### src/rtl/obi_wrr_arbiter.sv
// Weighted round-robin arbiter: NumReq OBI managers share one OBI subordinate port.
// An in-order FIFO of granted indices steers each response back to its issuer.
module obi_wrr_arbiter #(
    parameter int unsigned NumReq      = 4,
    parameter int unsigned AddrWidth   = 32,
    parameter int unsigned DataWidth   = 32,
    parameter int unsigned IdWidth     = 5,
    parameter int unsigned NumMaxTrans = 4,
    parameter int unsigned WeightWidth = 4
) (
    input  logic                   clk_i,
    input  logic                   rst_i,
    input  logic [WeightWidth-1:0] weight_i     [NumReq],
    // manager-facing side (one per requester)
    input  logic                   sbr_req_i    [NumReq],
    output logic                   sbr_gnt_o    [NumReq],
    input  logic [AddrWidth-1:0]   sbr_addr_i   [NumReq],
    input  logic                   sbr_we_i     [NumReq],
    input  logic [DataWidth/8-1:0] sbr_be_i     [NumReq],
    input  logic [DataWidth-1:0]   sbr_wdata_i  [NumReq],
    input  logic [IdWidth-1:0]     sbr_aid_i    [NumReq],
    output logic                   sbr_rvalid_o [NumReq],
    input  logic                   sbr_rready_i [NumReq],
    output logic [DataWidth-1:0]   sbr_rdata_o  [NumReq],
    output logic [IdWidth-1:0]     sbr_rid_o    [NumReq],
    output logic                   sbr_err_o    [NumReq],
    // shared subordinate side
    output logic                   mgr_req_o,
    input  logic                   mgr_gnt_i,
    output logic [AddrWidth-1:0]   mgr_addr_o,
    output logic                   mgr_we_o,
    output logic [DataWidth/8-1:0] mgr_be_o,
    output logic [DataWidth-1:0]   mgr_wdata_o,
    output logic [IdWidth-1:0]     mgr_aid_o,
    input  logic                   mgr_rvalid_i,
    output logic                   mgr_rready_o,
    input  logic [DataWidth-1:0]   mgr_rdata_i,
    input  logic [IdWidth-1:0]     mgr_rid_i,
    input  logic                   mgr_err_i,
    output logic                   busy_o
);

    localparam int unsigned IdxW = $clog2(NumReq);
    localparam int unsigned PtrW = (NumMaxTrans > 1) ? $clog2(NumMaxTrans) : 1;
    localparam int unsigned CntW = $clog2(NumMaxTrans + 1);

    logic [IdxW-1:0]        prio_q, prio_d;
    logic [WeightWidth-1:0] credit_q, credit_d;
    logic                   lock_q, lock_d;
    logic [IdxW-1:0]        lock_idx_q, lock_idx_d;
    logic [IdxW-1:0]        fifo_q [NumMaxTrans];
    logic [PtrW-1:0]        wr_ptr_q, rd_ptr_q;
    logic [CntW-1:0]        cnt_q;

    logic [IdxW-1:0] sel, next_sel, head;
    logic [IdxW:0]   cand;
    logic            found, full, empty, push, pop;

    function automatic logic [PtrW-1:0] ptr_inc(input logic [PtrW-1:0] ptr);
        return (ptr == PtrW'(NumMaxTrans - 1)) ? '0 : ptr + PtrW'(1);
    endfunction

    assign full  = (cnt_q == CntW'(NumMaxTrans));
    assign empty = (cnt_q == '0);

    // Cyclic search from the priority pointer; a pending lock overrides it.
    always_comb begin
        sel   = prio_q;
        found = 1'b0;
        cand  = '0;
        for (int unsigned i = 0; i < NumReq; i++) begin
            cand = {1'b0, prio_q} + (IdxW + 1)'(i);
            if (cand >= (IdxW + 1)'(NumReq)) begin
                cand = cand - (IdxW + 1)'(NumReq);
            end
            if (!found && sbr_req_i[cand[IdxW-1:0]]) begin
                found = 1'b1;
                sel   = cand[IdxW-1:0];
            end
        end
        if (lock_q) begin
            sel = lock_idx_q;
        end
    end

    assign next_sel = (sel == IdxW'(NumReq - 1)) ? '0 : sel + IdxW'(1);

    assign mgr_req_o   = sbr_req_i[sel] & ~full;
    assign mgr_addr_o  = sbr_addr_i[sel];
    assign mgr_we_o    = sbr_we_i[sel];
    assign mgr_be_o    = sbr_be_i[sel];
    assign mgr_wdata_o = sbr_wdata_i[sel];
    assign mgr_aid_o   = sbr_aid_i[sel];
    assign push        = mgr_req_o & mgr_gnt_i;

    assign head         = fifo_q[rd_ptr_q];
    assign mgr_rready_o = sbr_rready_i[head] & ~empty;
    assign pop          = mgr_rvalid_i & mgr_rready_o;
    assign busy_o       = ~empty | mgr_req_o;

    always_comb begin
        for (int unsigned i = 0; i < NumReq; i++) begin
            sbr_gnt_o[i]    = push && (sel == IdxW'(i));
            sbr_rvalid_o[i] = mgr_rvalid_i && !empty && (head == IdxW'(i));
            sbr_rdata_o[i]  = mgr_rdata_i;
            sbr_rid_o[i]    = mgr_rid_i;
            sbr_err_o[i]    = mgr_err_i;
        end
    end

    // A turn opens by loading the requester's weight as bonus grants; the pointer
    // moves on once the bonuses are spent, so each requester gets weight+1 in a row.
    always_comb begin
        prio_d     = prio_q;
        credit_d   = credit_q;
        lock_d     = lock_q;
        lock_idx_d = lock_idx_q;
        if (mgr_req_o && !mgr_gnt_i) begin
            lock_d     = 1'b1;
            lock_idx_d = sel;
        end
        if (push) begin
            lock_d = 1'b0;
            if (sel == prio_q && credit_q != '0) begin
                credit_d = credit_q - WeightWidth'(1);
                if (credit_q == WeightWidth'(1)) begin
                    prio_d = next_sel;
                end
            end else if (weight_i[sel] == '0) begin
                prio_d   = next_sel;
                credit_d = '0;
            end else begin
                prio_d   = sel;
                credit_d = weight_i[sel];
            end
        end
    end

    always_ff @(posedge clk_i) begin
        if (rst_i) begin
            prio_q     <= '0;
            credit_q   <= '0;
            lock_q     <= 1'b0;
            lock_idx_q <= '0;
            wr_ptr_q   <= '0;
            rd_ptr_q   <= '0;
            cnt_q      <= '0;
        end else begin
            prio_q     <= prio_d;
            credit_q   <= credit_d;
            lock_q     <= lock_d;
            lock_idx_q <= lock_idx_d;
            if (push) begin
                wr_ptr_q <= ptr_inc(wr_ptr_q);
            end
            if (pop) begin
                rd_ptr_q <= ptr_inc(rd_ptr_q);
            end
            if (push && !pop) begin
                cnt_q <= cnt_q + CntW'(1);
            end else if (pop && !push) begin
                cnt_q <= cnt_q - CntW'(1);
            end
        end
    end

    always_ff @(posedge clk_i) begin
        if (push) begin
            fifo_q[wr_ptr_q] <= sel;
        end
    end

    // A response with nothing outstanding has no owner; it is dropped.
    assert property (@(posedge clk_i) disable iff (rst_i) !(mgr_rvalid_i && empty));

endmodule

### config.mk
export PLATFORM = sky130hd
export DESIGN_NAME = obi_wrr_arbiter
export DESIGN_NICKNAME = d
export VERILOG_FILES = /design/src/rtl/obi_wrr_arbiter.sv
export SDC_FILE = /design/constraint.sdc
export NUM_CORES = 1
export LEC_CHECK = 0
export ABC_AREA = 1
export CAP_MARGIN = 20
export CORE_AREA = 2 2 231 233
export CTS_BUF_LIST = sky130_fd_sc_hd__clkbuf_4
export CTS_CLUSTER_SIZE = 25
export DETAILED_ROUTE_END_ITERATION = 16
export DIE_AREA = 0 0 233 235
export PLACE_DENSITY = 0.36
export SYNTH_ARGS = -nofsm -noshare
export SYNTH_HDL_FRONTEND = slang
export SYNTH_SLANG_ARGS = --single-unit
### constraint.sdc
create_clock -name clk_i -period 9.3 [get_ports clk_i]
set_input_delay 1.86 -clock clk_i [delete_from_list [all_inputs] [get_ports clk_i]]
set_output_delay 1.86 -clock clk_i [all_outputs]
set_load 0.05 [all_outputs]
**Word level (Yosys, flattened, before mapping)**

Memory sizes are Yosys's and may differ from the RTL's. A register that Yosys moved wholly into a read port is not among the register bits.
Index checks and enable logic that the tools add are counted.

- Add/subtract/negate cells: 13
- Equal/unequal tests: 12
- Reduce and logical (&&, ||, !) cells: 31
- Bitwise logic cells: 13
- Multiplexer cells: 62
- Order comparisons: 10

Operators with widths:

| cell | count |
|---|---|
| $bmux W32 S2 | 2 |
| $mux W32 | 4 |
| $mux W2 | 17 |
| $ge A3 B3 Y1 const B | 9 |
| $mux W4 | 6 |
| $mux W1 | 19 |
| $not A2 Y3 | 6 |
| $bmux W4 S2 | 2 |
| $logic_and A1 B1 Y1 | 16 |
| $bmux W1 S2 | 7 |
| $eq A2 B2 Y1 const B | 6 |
| $bmux W5 S2 | 1 |
| $mux W5 | 2 |
| $sub A2 B1 Y2 const B | 4 |
| $logic_not A1 Y1 | 7 |
| $add A2 B1 Y2 const B | 3 |
| $add A2 B2 Y3 const B | 2 |
| $mux W3 | 2 |
| $and A1 B1 Y1 | 4 |
| $eq A2 B1 Y1 const B | 2 |
| $eq A4 B1 Y1 const B | 1 |
| $logic_not A2 Y1 | 2 |
| $logic_not A4 Y1 | 1 |
| $reduce_bool A4 Y1 | 1 |
| other kinds (14) | 15 |

- RAM bits: 8
- Input bits: 362
- Register bits: 16
- Logic and storage cells: 149
- Output and inout port bits: 237
- Memories: 1

Memory list:

| name | words | width | read ports | clocked after memory_dff | wr ports | line | RTL |
|---|---|---|---|---|---|---|---|
| fifo_q | 4 | 2 | 1 | 1 | 1 | 51 | `logic [IdxW-1:0] fifo_q [NumMaxTrans];` |

**Logic depth before layout (Yosys ltp)**

Gate-level depths: netlist of the first run.

- Depth after elaboration: 27
- Depth in mapped cells: 25
- Depth with buffers taken out: 23

**Worst setup path before layout of the first run**

OpenSTA, ideal clock, no wires.

- Kind: in2out
- Start: input port sbr_req_i[2] (netlist bit)
- End: output port mgr_wdata_o[13]
- Required time: 7.440 ns
- Cell stages on the path: 13
- Path slack: 3.513 ns
- Buffers on the path: 2
- Data arrival time: 3.927 ns
- Cell sequence: nand2_1 > nand3_1 > nand2_2 > nand3_1 > nand2_1 > nand2_1 > nand2_1 > nand2_2 > a21oi_4 > buf_6 > clkbuf_1 > o21ai_0 > o22ai_1

- Cells in the longest elaborated chain, start to end: 18
- Elaborated cells on any way between the ends: 30
- Those cells by class: mux: 23; bitwise: 1; reduce/logical: 6

RTL lines:

| item | line | RTL |
|---|---|---|
| start: declaration | 15 | `input logic sbr_req_i [NumReq],` |
| $bmux W1 S2 | 76 | `if (!found && sbr_req_i[cand[IdxW-1:0]]) begin` |
| $mux W1 (not written as such) (2 in series) | 76 |  |
| $mux W1 | 76 |  |
| $logic_not A1 Y1 | 76 |  |
| $logic_and A1 B1 Y1 | 76 |  |
| $mux W1 | 76 |  |
| $logic_not A1 Y1 | 76 |  |
| $logic_and A1 B1 Y1 | 76 |  |
| $mux W1 | 76 |  |
| $logic_not A1 Y1 | 76 |  |
| $logic_and A1 B1 Y1 | 76 |  |
| $mux W2 * | 76 |  |
| $mux W2 * | 81 | `if (lock_q) begin` |
| $not A2 Y3 (not written as such) * | 92 | `assign mgr_wdata_o = sbr_wdata_i[sel];` |
| $bmux W32 S2 * | 92 |  |
| $mux W32 (not written as such) * (2 in series) | 92 |  |
| end: declaration | 33 | `output logic [DataWidth-1:0] mgr_wdata_o,` |

Mark *: on every way between the ends. The rest lies on a longest branch, timed or not. The select of a mux whose other input is x is not followed.

**Worst setup path in the final report of the first run**

- Start: input port sbr_req_i[2] (netlist bit)
- End: output port mgr_wdata_o[2]

The elaborated chain is that of the path after synthesis.

==> impl_metrics.csv, run 1 <==
group,metric,value,unit
sta,final-hold-violation-count,0,
final_layout,fill_cells,5997,
clock_tree,cts_tree,"built",
floorplanning,rows,84,
synth,synth_most_common_cell,"nor2_1",
drt,ant_nets,0,
power_and_ir_drop,switching_share,0.670,
clock_tree,root_buffer,"clkbuf_4",
final_layout,drive_gt1_frac,0.0329,
sta,fin_skew,0.0104,ns
critical_path,cp.required,7.44,ns
synth,syn_area,5240,sq um
drt,drc,0,
floorplanning,initial_core_util,0.100,
run,maxCapViolations,0,
clock_tree,cts_sinks,26,
synth,synth.avg_cell_area,5.93,sq um
drt,drtIter0Drc,261,
power_and_ir_drop,power_leakage,0.00326,uW
sta,setup_tns,0,ns
synth,synth-seq-cells,26,
critical_path,critPathMaxFanout,92,
synth,synth_edf_count,8,
critical_path,arrival,5.92,ns
synth,seq_area_frac_synth,0.115,
synth,yosys_warnings,0,
final_layout,syn2layout_area_growth,68.9,%
sta,period_needed,7.78,ns
clock_tree,path_clk_slew,0.15,ns
sta,slew-limit-headroom,0.479,
floorplanning,die-area,54800,sq um
drt,firstDrtPassIters,4,
critical_path,crit_chain,"clkdlybuf4s50_1 > nand2_1 > nand3_1 > nand2_2 > nand3_1 > nand2_1 > nand2_1 > nand2_1 > nand2_2 > nand2_8 > inv_4 > buf_12 > o21ai_0 > o22ai_1 > clkdlybuf4s50_1",
synth,synth_top_flop_cell,"dfxtp_1",
drt,num_vias,6717,
synth,synth_nets,1260,
placed_design,gp_congestion,0.819,
critical_path,path_class,"input port to primary output",
clock_tree,cts_max_level,1,
final_layout,fin_area,8850,sq um
synth,synth_top_area_frac,0.221,
clock_tree,cts_hold_buf,0,
global_routing,grt_pass1_vias,6858,
sta,setup_violations,0,
final_layout,stdcell_count,1784,
clock_tree,ctsResizeCount,0,
placed_design,numPortBuffers,408,
placed_design,placed_cells,1778,
sta,slew_violations,0,
floorplanning,dieHeight,235,um
drt,drt_wl_total,32.2,mm
global_routing,grt_usage,0.111,
floorplanning,die_x,233,um
clock_tree,numCtsBuffers,3,
synth,synth_common_cells,"nor2_1, buf_4, o21ai_0, nand2_1, o22ai_1",
floorplanning,ioPinCount,599,
power_and_ir_drop,combinationalPowerShare,0.940,
drt,viasPerCell,3.77,
global_routing,overflow,0,
critical_path,critPathLaunchType,"input port",
global_routing,antenna_found_initial,14,
synth,ys_types,40,
global_routing,grt_pass1_wl,45.4,mm
critical_path,end_kind,"primary output",
floorplanning,core,52200,sq um
power_and_ir_drop,seqPwrFrac,0.047,
placed_design,dp_slack,1.35,ns
critical_path,critPathMaxStageDelay,0.86,ns
sta,worst_pin_slew,0.782,ns
clock_tree,cts_buffer_depth,2,
placed_design,place_hpwl,26.6,mm
final_layout,final_util,0.169,
drt,wl_per_cell,18.1,um
power_and_ir_drop,irDropWorstVdd,0.224,mV
power_and_ir_drop,power.density,442,nW/um^2
sta,finalCritPeriodShare,0.836,
sta,setup_ws,1.52,ns
critical_path,critPathSlowestCell,"clkdlybuf4s50_1",
placed_design,placed_area,8820,sq um
synth,async_flop_share,0,
sta,fmax,129,MHz
global_routing,grt_max_degree,93,
power_and_ir_drop,switchingPower,2620,uW
run_status,outcome,"completed",
sta,rsz0062_at_grt,"no",
final_layout,fin_nets,1471,
synth,synth_area_leaders,"buf_4, o21ai_0, nor2_1, o22ai_1, dfxtp_1",
clock_tree,clock_latency,0.32,ns
clock_tree,post-cts-setup-buffer-count,0,
synth,yosysTopAreaCell,"buf_4",
power_and_ir_drop,clkPwrFrac,0.013,
critical_path,cp_common_cell,"nand2_1",
min_path,hold_class,"register to register",
power_and_ir_drop,internal_power,1290,uW
synth,synthCells,884,
cell usage in the layout, fill, tap and decap left out, types with 2 or more instances in the layout:
cell type,Yosys,layout
clkinv_1,1,2
xor2_1,2,2
nand2_1,94,94
inv_1,49,49
diode_2,0,2
a31oi_1,5,5
nor2_1,168,168
clkdlybuf4s50_1,0,408
buf_4,154,5
o21ai_0,153,153
inv_2,5,4
dfxtp_1,18,18
edfxtp_1,8,8
o21ai_1,9,9
nand3_2,4,4
o22ai_1,74,74
nand2_2,5,5
a21oi_1,11,11
nand2_4,3,2
nor3_1,3,3
nor2_2,2,2
nand3b_1,5,5
ha_1,13,13
clkbuf_4,0,3
nand3_1,31,31
a21oi_4,2,2
worst max-delay path, delay by kind of cell:
kind / cells / cell delay [ns]
and+or+nand+nor: 9 / 1.20
buffers and inverters: 4 / 2.32
AOI/OAI and AO/OA: 2 / 0.36
power by group through the flow:
| stage | combinational [uW] | sequential (uW) | clock, uW |
|---|---|---|---|
| finish | 3680 | 184 | 49.9 |
| global route | 3960 | 189 | 57.8 |
| CTS | 3750 | 184 | 53.1 |
| detailed placement | 3730 | 187 | 0 |
| global placement | 3750 | 187 | 0 |
| floorplan | 2670 | 175 | 0 |
area by class of cell:
class / count / area [sq um] / area share
Clock buffer: 3 / 22.5 / 0.00254
Timing Repair Buffer: 414 / 4140 / 0.468
Antenna cell: 2 / 5.00 / 0.000565
Multi-Input combinational cell: 595 / 3010 / 0.340
Clock inverter: 1 / 3.75 / 0.000424
Sequential cell: 26 / 601 / 0.0679
Inverter: 55 / 209 / 0.0236
Tap cell: 688 / 861 / 0.0973
registers in the layout (all words and copies together), names as in the netlist, named ones only:
register / cells
fifo_q: 8
credit_q: 4
cnt_q: 3
lock_idx_q: 2
prio_q: 2
rd_ptr_q: 2
wr_ptr_q: 2
lock_q: 1
cell families after synthesis:
kind of cell | after synthesis | synth area share
simple gates | 319 | 0.258
buf+inv | 263 | 0.313
compound gates | 260 | 0.277
flops | 26 | 0.115
fa+ha+maj | 14 | 0.0349
xor+xnor | 2 | 0.00334
metrics by stage:
| stage | total power [uW] | hold slack, ns |
|---|---|---|
| floorplan | 2840 | 0.459 |
| global placement | 3930 | 0.477 |
| detailed placement | 3920 | 0.491 |
| CTS | 3990 | 0.511 |
| global route | 4210 | 0.545 |
| finish | 3910 | 0.503 |
worst paths after layout:
| kind | endpoint | slack, ns | from | cells after the start |
|---|---|---|---|---|
| setup / recovery | mgr_wdata_o[2] | 1.52 | sbr_req_i[2] | 15 |
| hold / removal | cnt_q[2]$_SDFFE_PP0P_ | 0.50 | cnt_q[2]$_SDFFE_PP0P_ | 2 |
| setup reg to reg | cnt_q[2]$_SDFFE_PP0P_ | 5.08 | prio_q[0]$_SDFFE_PP0P_ | 21 |
| hold reg to reg | cnt_q[2]$_SDFFE_PP0P_ | 0.50 | cnt_q[2]$_SDFFE_PP0P_ | 2 |
per-layer routing:
layer	part of all wire	track usage
met1	0.39	0.127
met2	0.49	0.195
met3	0.11	0.0495
met4	0.012	0.0124
met5	0.0023	0
Note: power is estimated with default switching activity, not from simulation.
==> run 2: changes to the inputs <==
--- a/config.mk
+++ b/config.mk
@@ -7,11 +7,11 @@
 export LEC_CHECK = 0
 export ABC_AREA = 1
 export CAP_MARGIN = 20
-export CORE_AREA = 2 2 231 233
+export CORE_AREA = 2 2 232 234
 export CTS_BUF_LIST = sky130_fd_sc_hd__clkbuf_4
 export CTS_CLUSTER_SIZE = 25
 export DETAILED_ROUTE_END_ITERATION = 16
-export DIE_AREA = 0 0 233 235
+export DIE_AREA = 0 0 234 236
 export PLACE_DENSITY = 0.36
 export SYNTH_ARGS = -nofsm -noshare
 export SYNTH_HDL_FRONTEND = slang
==> constraint.sdc (replaced) <==
create_clock -name clk_i -period 8.1 [get_ports clk_i]
set_input_delay 1.62 -clock clk_i [delete_from_list [all_inputs] [get_ports clk_i]]
set_output_delay 1.62 -clock clk_i [all_outputs]
set_load 0.05 [all_outputs]
==> impl_metrics.csv, run 2 (synthesis gave the netlist of run 1 again) <==
group,metric,value,unit
drt,drt_wl_total,29.7,mm
drt,num_vias,6495,
floorplanning,die-area,55200,sq um
final_layout,largest-register,"fifo_q",
power_and_ir_drop,power.density,513,nW/um^2
final_layout,final_cell_mix,"clkdlybuf4s50_1, nor2_1, o21ai_0",
floorplanning,ioPinCount,599,
global_routing,grt_pass1_vias,6657,
power_and_ir_drop,power,4590,uW
drt,drc,0,
sta,setup_violations,0,
min_path,hold_class,"register to register",
critical_path,rr_startpoint,"prio_q[0]$_SDFFE_PP0P_",
sta,setup_tns,0,ns
critical_path,worstSetupStartpoint,"sbr_req_i[0]",
sta,worst_pin_slew,0.650,ns
clock_tree,clock_latency,0.34,ns
critical_path,cp.required,6.48,ns
drt,drtIter0Drc,177,
critical_path,arrival,5.27,ns
placed_design,gp_congestion,0.849,
drt,firstDrtPassIters,4,
final_layout,largest_reg_flops,8,
drt,ant_nets,0,
placed_design,numPortBuffers,408,
clock_tree,cts_buffer_depth,2,
clock_tree,cts_sinks,26,
clock_tree,ctsResizeCount,0,
power_and_ir_drop,irDropWorstVdd,0.281,mV
final_layout,syn2layout_area_growth,70.9,%
critical_path,critPathMaxFanout,30,
placed_design,place_hpwl,24.4,mm
clock_tree,cts_tree,"built",
power_and_ir_drop,switching_share,0.662,
clock_tree,cts_max_level,1,
global_routing,grt_usage,0.101,
drt,wl_per_cell,16.5,um
sta,fin_skew,0.00918,ns
run_status,outcome,"completed",
clock_tree,numCtsBuffers,3,
clock_tree,path_clk_slew,0.15,ns
run,maxCapViolations,0,
sta,fmax,145,MHz
floorplanning,die_x,234,um
floorplanning,rows,85,
power_and_ir_drop,clkPwrFrac,0.020,
final_layout,drive_gt1_frac,0.0401,
critical_path,critPathSlowestCell,"clkdlybuf4s50_1",
sta,rsz0062_at_grt,"no",
sta,final-hold-violation-count,0,
power_and_ir_drop,combinationalPowerShare,0.934,
critical_path,critPathMaxStageDelay,0.86,ns
floorplanning,dieHeight,236,um
critical_path,end_kind,"primary output",
drt,viasPerCell,3.61,
global_routing,grt_max_degree,84,
final_layout,reg_top3,"fifo_q (8), credit_q (4), cnt_q (3)",
clock_tree,root_buffer,"clkbuf_4",
sta,slew_violations,0,
critical_path,cp_common_cell,"nand2_1",
final_layout,mostFrequentLayoutCell,"clkdlybuf4s50_1",
power_and_ir_drop,switchingPower,3040,uW
min_path,hp-start,"cnt_q[2]$_SDFFE_PP0P_",
critical_path,critPathLaunchType,"input port",
global_routing,overflow,0,
critical_path,path_class,"input port to primary output",
global_routing,grt_pass1_wl,42.3,mm
clock_tree,cts_hold_buf,0,
sta,period_needed,6.89,ns
power_and_ir_drop,power_leakage,0.00330,uW
floorplanning,core,53100,sq um
final_layout,fin_nets,1474,
clock_tree,post-cts-setup-buffer-count,0,
power_and_ir_drop,seqPwrFrac,0.046,
sta,whs,0.506,ns
critical_path,crit_chain,"clkdlybuf4s50_1 > inv_1 > nand2_1 > nand2_1 > nand2_1 > nand2_1 > nand2_1 > inv_1 > nand2_1 > nand2_1 > nand2_1 > nand2_2 > nand2_8 > inv_4 > buf_4 > nor2_1 > o22ai_1 > clkdlybuf4s50_1",
sta,finalCritPeriodShare,0.851,
global_routing,antenna_found_initial,6,
power_and_ir_drop,internal_power,1550,uW
sta,slew-limit-headroom,0.566,
floorplanning,initial_core_util,0.0987,
-- run 2: path summary, 6_finish.rpt --
| kind | endpoint | slack [ns] | cells after the start |
|---|---|---|---|
| setup / recovery | mgr_aid_o[1] | 1.21 | 18 |
| hold / removal | cnt_q[2]$_SDFFE_PP0P_ | 0.51 | 2 |
| setup reg to reg | cnt_q[2]$_SDFFE_PP0P_ | 4.01 | 21 |
| hold reg to reg | cnt_q[2]$_SDFFE_PP0P_ | 0.51 | 2 |
-- run 2: area by class of cell --
type                            instances  area [sq um]
Tap cell                              696           871
Fill cell                            6067         44100
Timing Repair Buffer                  417          4200
Clock buffer                            3          22.5
Clock inverter                          1          30.0
Antenna cell                            4          10.0
Sequential cell                        26           601
Inverter                               55           209
Multi-Input combinational cell        595          3010
-- run 2: metal layers --
metal	routed length, um	track usage	vias to the layer above
met4	869	0.0311	0
met1	10600	0.106	2878
met5	0	0	-
met3	2950	0.0377	21
li1	-	-	3233
met2	15300	0.186	363
-- run 2: per-stage QoR --
stage,setup WS (ns),cells,util,instance area (sq um)
finish,1.21,1797,0.169,8950
global route,0.937,1795,0.169,8950
CTS,1.23,1793,0.169,8940
detailed placement,1.24,1789,0.168,8890
global placement,1.20,1789,0.168,8890
floorplan,2.79,884,-,5240
-- run 2: power by group through the flow --
stage	clock network, uW	registers [uW]	logic [uW]
floorplan	0	201	3060
global placement	0	215	4370
detailed placement	0	215	4340
CTS	98.4	212	4360
global route	102	217	4610
finish	93.5	211	4290
-- run 2: critical path, delay by kind of cell --
family / cells / cell delay, ns
and+or+nand+nor: 11 / 1.10
buffers and inverters: 6 / 2.26
AOI/OAI and AO/OA: 1 / 0.25
